==> config.mk <==
export PLATFORM = sky130hd
export DESIGN_NAME = seq_mult_ctrl
export DESIGN_NICKNAME = d
export VERILOG_FILES = /design/src/rtl/mult_pkg.sv /design/src/rtl/seq_mult_ctrl_add.sv /design/src/rtl/seq_mult_ctrl.sv
export SDC_FILE = /design/constraint.sdc
export NUM_CORES = 1
export LEC_CHECK = 0
export ABC_AREA = 1
export BUFFER_PORTS_ARGS = -buffer_cell sky130_fd_sc_hd__buf_2
export CAP_MARGIN = 20
export CORE_UTILIZATION = 25
export DETAILED_ROUTE_END_ITERATION = 8
export GPL_TIMING_DRIVEN = 1
export PLACE_DENSITY = 0.49
export SLEW_MARGIN = 0
export SYNTH_ARGS = -nofsm -noshare
export SYNTH_HDL_FRONTEND = slang
export SYNTH_SLANG_ARGS = --single-unit
==> constraint.sdc <==
create_clock -name Clock -period 3.55 [get_ports Clock]
set_input_delay 0.71 -clock Clock [delete_from_list [all_inputs] [get_ports Clock]]
set_output_delay 0.71 -clock Clock [all_outputs]
set_load 0.02 [all_outputs]
==> src/rtl/mult_pkg.sv <==
// Shared types and sizing for the sequential 4x4 shift-and-add multiplier.
package mult_pkg;

    localparam int unsigned WIDTH  = 4;
    localparam int unsigned ITERS  = WIDTH;
    localparam int unsigned PROD_W = 2 * WIDTH;
    localparam int unsigned CNT_W  = $clog2(ITERS);

    typedef enum logic [1:0] {
        IDLE = 2'd0,
        CALC = 2'd1,
        DONE = 2'd2
    } state_t;

endpackage

==> src/rtl/seq_mult_ctrl_add.sv <==
// 4-bit ripple-carry adder; c_out exposes the carry out of every bit position.
module seq_mult_ctrl_add (
    input  logic [3:0] a,
    input  logic [3:0] b,
    input  logic       c_in,
    output logic [3:0] s,
    output logic [3:0] c_out
);

    logic [4:0] c;

    assign c[0] = c_in;

    for (genvar i = 0; i < 4; i++) begin : g_bit
        assign s[i]     = a[i] ^ b[i] ^ c[i];
        assign c_out[i] = (a[i] & b[i]) | (c[i] & (a[i] ^ b[i]));
        assign c[i+1]   = c_out[i];
    end

endmodule

==> src/rtl/seq_mult_ctrl.sv <==
// Sequential unsigned multiplier: one shared 4-bit adder, ITERS add/shift steps,
// valid/ready handshakes on operands and product.
module seq_mult_ctrl
    import mult_pkg::*;
(
    input  logic                Clock,
    input  logic                Reset,
    input  logic                in_valid,
    output logic                in_ready,
    input  logic [WIDTH-1:0]    A,
    input  logic [WIDTH-1:0]    B,
    output logic                out_valid,
    input  logic                out_ready,
    output logic [PROD_W-1:0]   Product
);

    if (WIDTH != 4) begin : g_width_chk
        $error("seq_mult_ctrl: WIDTH must be 4, the adder is 4 bits wide");
    end

    state_t             state_q;
    logic [WIDTH-1:0]   mcand_q;
    logic [WIDTH-1:0]   hi_q;
    logic [WIDTH-1:0]   lo_q;
    logic [CNT_W-1:0]   cnt_q;
    logic               out_valid_q;

    logic [WIDTH-1:0]   add_b;
    logic [WIDTH-1:0]   sum;
    logic [WIDTH-1:0]   carry;
    logic [WIDTH-1:0]   hi_d;
    logic [WIDTH-1:0]   lo_d;
    logic               unused_carry;

    assign add_b = lo_q[0] ? mcand_q : '0;

    seq_mult_ctrl_add u_add (
        .a     (hi_q),
        .b     (add_b),
        .c_in  (1'b0),
        .s     (sum),
        .c_out (carry)
    );

    // Only the final carry feeds the partial product.
    assign unused_carry = ^carry[WIDTH-2:0];

    // One iteration: {carry, sum, lo} shifted right by one.
    always_comb begin
        hi_d = {carry[WIDTH-1], sum[WIDTH-1:1]};
        lo_d = {sum[0], lo_q[WIDTH-1:1]};
    end

    always_ff @(posedge Clock or posedge Reset) begin
        if (Reset) begin
            state_q     <= IDLE;
            mcand_q     <= '0;
            hi_q        <= '0;
            lo_q        <= '0;
            cnt_q       <= '0;
            out_valid_q <= 1'b0;
        end else begin
            case (state_q)
                IDLE: begin
                    if (in_valid) begin
                        mcand_q <= A;
                        hi_q    <= '0;
                        lo_q    <= B;
                        cnt_q   <= '0;
                        state_q <= CALC;
                    end
                end
                CALC: begin
                    hi_q  <= hi_d;
                    lo_q  <= lo_d;
                    cnt_q <= cnt_q + CNT_W'(1);
                    if (cnt_q == CNT_W'(ITERS - 1)) begin
                        state_q     <= DONE;
                        out_valid_q <= 1'b1;
                    end
                end
                DONE: begin
                    if (out_ready) begin
                        state_q     <= IDLE;
                        out_valid_q <= 1'b0;
                    end
                end
                default: begin
                    state_q     <= IDLE;
                    out_valid_q <= 1'b0;
                end
            endcase
        end
    end

    assign in_ready  = (state_q == IDLE);
    assign out_valid = out_valid_q;
    assign Product   = {hi_q, lo_q};

endmodule

==> run_summary.xml <==
<?xml version="1.0" encoding="UTF-8"?>
<metrics>
  <group name="sta">
    <metric name="finalCritPeriodShare" unit="">0.606</metric>
    <metric name="period_minus_slack" unit="ps">2150</metric>
    <metric name="maxClockFrequency" unit="MHz">465</metric>
    <metric name="worstMarginPinSlew" unit="ps">660</metric>
    <metric name="rsz_0062_raised_after_global_routing" unit="">false</metric>
    <metric name="max_slew_violation_count" unit="">0</metric>
    <metric name="final.hold.worst_slack" unit="ps">474</metric>
    <metric name="final-setup-viol-count" unit="">0</metric>
    <metric name="post_route_setup_tns" unit="ps">0</metric>
    <metric name="number_of_hold_slack_violations_in_the_final_timing_report" unit="">0</metric>
    <metric name="fin_worst_skew" unit="ps">9.95</metric>
    <metric name="max-slew-margin-rel" unit="">0.560</metric>
  </group>
  <group name="grt">
    <metric name="grt_usage" unit="">0.108</metric>
    <metric name="number_of_global_route_vias_before_repair" unit="">605</metric>
    <metric name="grt_start_max_net_pins" unit="">18</metric>
    <metric name="globalRouteOverflowTotal" unit="">0</metric>
    <metric name="grt_antenna_before_repair" unit="">0</metric>
    <metric name="first_pass_grt_wire_length" unit="µm">2780</metric>
  </group>
  <group name="setup_path">
    <metric name="r2r.worst_path.cells" unit="">8</metric>
    <metric name="r2r-start" unit="">lo_q[0]</metric>
    <metric name="critical_path_required" unit="ps">3790</metric>
    <metric name="r2r_setup_slack" unit="ps">1400</metric>
    <metric name="worst-setup-path-type" unit="">register to register</metric>
    <metric name="crit_path_end_kind" unit="">register</metric>
    <metric name="crit_arrival" unit="ps">2390</metric>
    <metric name="worstSetupStartpointType" unit="">register</metric>
    <metric name="crit_path_max_fanout" unit="">6</metric>
    <metric name="worst_r2r_endpoint" unit="">hi_q[2]</metric>
  </group>
  <group name="placed_design">
    <metric name="gp_congestion" unit="">0.775</metric>
    <metric name="placedInstanceArea" unit="µm²">995</metric>
    <metric name="portBuffers" unit="">21</metric>
    <metric name="place.detailed.hpwl" unit="µm">1290</metric>
  </group>
  <group name="clock_network">
    <metric name="clock_tree.htree_level_count" unit="">1</metric>
    <metric name="root_buffer" unit="">clkbuf_4</metric>
    <metric name="clk_pin_slew_worst_paths" unit="ps">120</metric>
    <metric name="ctsResizeCount" unit="">0</metric>
    <metric name="numCtsBuffers" unit="">3</metric>
    <metric name="cts_max_path_buffers" unit="">2</metric>
    <metric name="clock_sinks" unit="">17</metric>
    <metric name="clk_latency" unit="ps">300</metric>
    <metric name="holdBufCountCts" unit="">0</metric>
    <metric name="postCtsSetupRepairBufs" unit="">0</metric>
    <metric name="cts_tree" unit="">yes</metric>
  </group>
  <group name="floorplan">
    <metric name="fp.dieW" unit="µm">60.4</metric>
    <metric name="fp.dieArea" unit="µm²">3650</metric>
    <metric name="top_level_ports" unit="">22</metric>
    <metric name="initial_cell_density_of_the_core" unit="">0.271</metric>
    <metric name="die_height" unit="µm">60.4</metric>
    <metric name="std_cell_rows" unit="">20</metric>
    <metric name="design.core.area" unit="µm²">3150</metric>
  </group>
  <group name="routing">
    <metric name="drt_first_iter_violations" unit="">15</metric>
    <metric name="drc_errors" unit="">0</metric>
    <metric name="vias_per_cell" unit="">3.97</metric>
    <metric name="drt-wirelength-per-cell" unit="µm">10.1</metric>
    <metric name="detail_route.wirelength" unit="µm">1700</metric>
    <metric name="drt_first_pass_iters" unit="">4</metric>
    <metric name="detail-route-antenna-nets" unit="">0</metric>
    <metric name="vias" unit="">667</metric>
  </group>
  <group name="yosys">
    <metric name="postSynth.topFlopCell" unit="">dfrtp_1</metric>
    <metric name="dominant_combinational_cell_family_by_area_after_synthesis" unit="">simple AND/OR/NAND/NOR gates</metric>
    <metric name="synth-adder-area-share" unit="">0.0997</metric>
    <metric name="synth.cell_area" unit="µm²">853</metric>
    <metric name="synthesized_nets" unit="">118</metric>
    <metric name="postSynthAreaPerCell" unit="µm²">8.45</metric>
    <metric name="synth_top_cell_by_area" unit="">dfrtp_1</metric>
    <metric name="synth-simple-area-share" unit="">0.283</metric>
    <metric name="post_synth_mux_area_share" unit="">0</metric>
    <metric name="post-synth-top-area-fraction" unit="">0.499</metric>
    <metric name="netlist_top_cells_count" unit="">nand2_1 (48), dfrtp_1 (17), inv_1 (10)</metric>
    <metric name="synth_compound_gate_area_share" unit="">0.0484</metric>
    <metric name="synthTopCellsByArea" unit="">dfrtp_1 (50%), nand2_1 (21%), fa_1 (7.0%), nand3_1 (4.7%), inv_1 (4.4%)</metric>
    <metric name="postSynth.asyncResetShare" unit="">1.00</metric>
    <metric name="synth_cell_types" unit="">15</metric>
    <metric name="yosys.cell_count.top_type" unit="">nand2_1</metric>
    <metric name="ys.warnings.count" unit="">0</metric>
    <metric name="synth.yosys.seq_area_share" unit="">0.499</metric>
    <metric name="synth_edf_count" unit="">0</metric>
    <metric name="synth-seq-cells" unit="">17</metric>
    <metric name="synth_cells" unit="">101</metric>
    <metric name="post_synth_xor_area_fraction" unit="">0</metric>
  </group>
  <group name="pwr">
    <metric name="p_sw_frac" unit="">0.467</metric>
    <metric name="power.leakage" unit="µW">0.000584</metric>
    <metric name="power_switching" unit="µW">397</metric>
    <metric name="cellPowerDensity" unit="nW/µm²">829</metric>
    <metric name="cell_internal_pwr" unit="µW">453</metric>
    <metric name="peakVddDrop" unit="V">0.000258</metric>
    <metric name="clock_power_share" unit="">0.133</metric>
    <metric name="power.share.combinational" unit="">0.449</metric>
    <metric name="power_frac_seq" unit="">0.419</metric>
  </group>
  <group name="finish">
    <metric name="utilization" unit="">0.325</metric>
    <metric name="multi_input_comb_area" unit="µm²">368</metric>
    <metric name="layout_fillers" unit="">355</metric>
    <metric name="finish.net_count" unit="">142</metric>
    <metric name="layout.area.seq" unit="µm²">425</metric>
    <metric name="antenna-diode-count" unit="">0</metric>
    <metric name="drive_above_1_share" unit="">0.234</metric>
    <metric name="design_area" unit="µm²">1020</metric>
    <metric name="syn2layout_area_growth" unit="%">20.1</metric>
  </group>
  <group name="hold_path">
    <metric name="min-delay-path-class" unit="">input pin to async pin</metric>
  </group>
  <group name="run_status">
    <metric name="outcome" unit="">finished clean</metric>
  </group>
  <group name="flow_run">
    <metric name="drv.max_cap_violation_count" unit="">0</metric>
  </group>
</metrics>
==> power groups by stage <==
| stage | logic [µW] | clock network [µW] | registers, µW |
|---|---|---|---|
| after CTS | 391 | 118 | 357 |
| after detailed placement | 390 | 0 | 362 |
| after floorplan | 268 | 0 | 381 |
| after global placement | 386 | 0 | 359 |
| after global routing | 441 | 127 | 369 |
| final | 381 | 113 | 356 |
==> state kept, by name, summed over array words and instances, names as in the netlist <==
name / cells
state_q: 2
hi_q: 4
mcand_q: 4
cnt_q: 2
lo_q: 4
out_valid: 1
==> through the flow <==
step,std cells,setup WS [ps],total power (µW)
after CTS,168,1390,867
after detailed placement,164,1420,751
final,168,1400,849
after global placement,164,1430,745
after floorplan,101,1360,649
after global routing,168,1280,937
==> worst max-delay path: stages, from the launching register on <==
cell and delay [ps]:
dfrtp_1 440, nand2_1 80, inv_1 40, ha_1 180
fa_1 370, fa_1 360, inv_1 70, fa_1 390
o21ai_0 150
==> kinds of logic (layout without fill, tap and decap cells) <==
group | count (synthesis) | in the layout
AO/OA/AOI/OAI | 7 | 7
AND/OR/NAND/NOR | 59 | 59
buffers and inverters | 13 | 36
adder cells (fa/ha/maj) | 5 | 5
flip-flops | 17 | 17
==> final cells by class <==
class,instances,area share
Clock buffer,3,0.0220
Clock inverter,1,0.00733
Inverter,11,0.0403
Multi-Input combinational cell,71,0.359
Sequential cell,17,0.415
Tap cell,44,0.0537
Timing Repair Buffer,21,0.103
==> routing by layer <==
metal / share of wire / vias to the layer above / GRT usage / wire (µm)
met3: 0.048 / 4 / 0.0277 / 81
met4: 0.025 / 0 / 0.0584 / 42
li1: - / 358 / - / -
met5: 0 / - / 0 / 0
met2: 0.42 / 18 / 0.160 / 713
met1: 0.51 / 287 / 0.146 / 866
==> worst max-delay path by stage <==
stage                     startpoint      end  cells past startpoint
after global routing         lo_q[0]  hi_q[2]                      8
after CTS                    lo_q[0]  hi_q[2]                      8
after global placement       lo_q[0]  hi_q[2]                      8
final                        lo_q[0]  hi_q[2]                      8
after detailed placement     lo_q[0]  hi_q[2]                      8
after floorplan              lo_q[0]  hi_q[2]                      8
==> placed cells by master (no fill, tap or decap), drive strengths merged <==
master	instances
buf	21
o21ai	6
nor2	2
inv	11
nand3	8
fa	3
o31ai	1
nand2	49
ha	2
clkbuf	3
dfrtp	17
clkinvlp	1
Power figures use the tool's default switching activity.
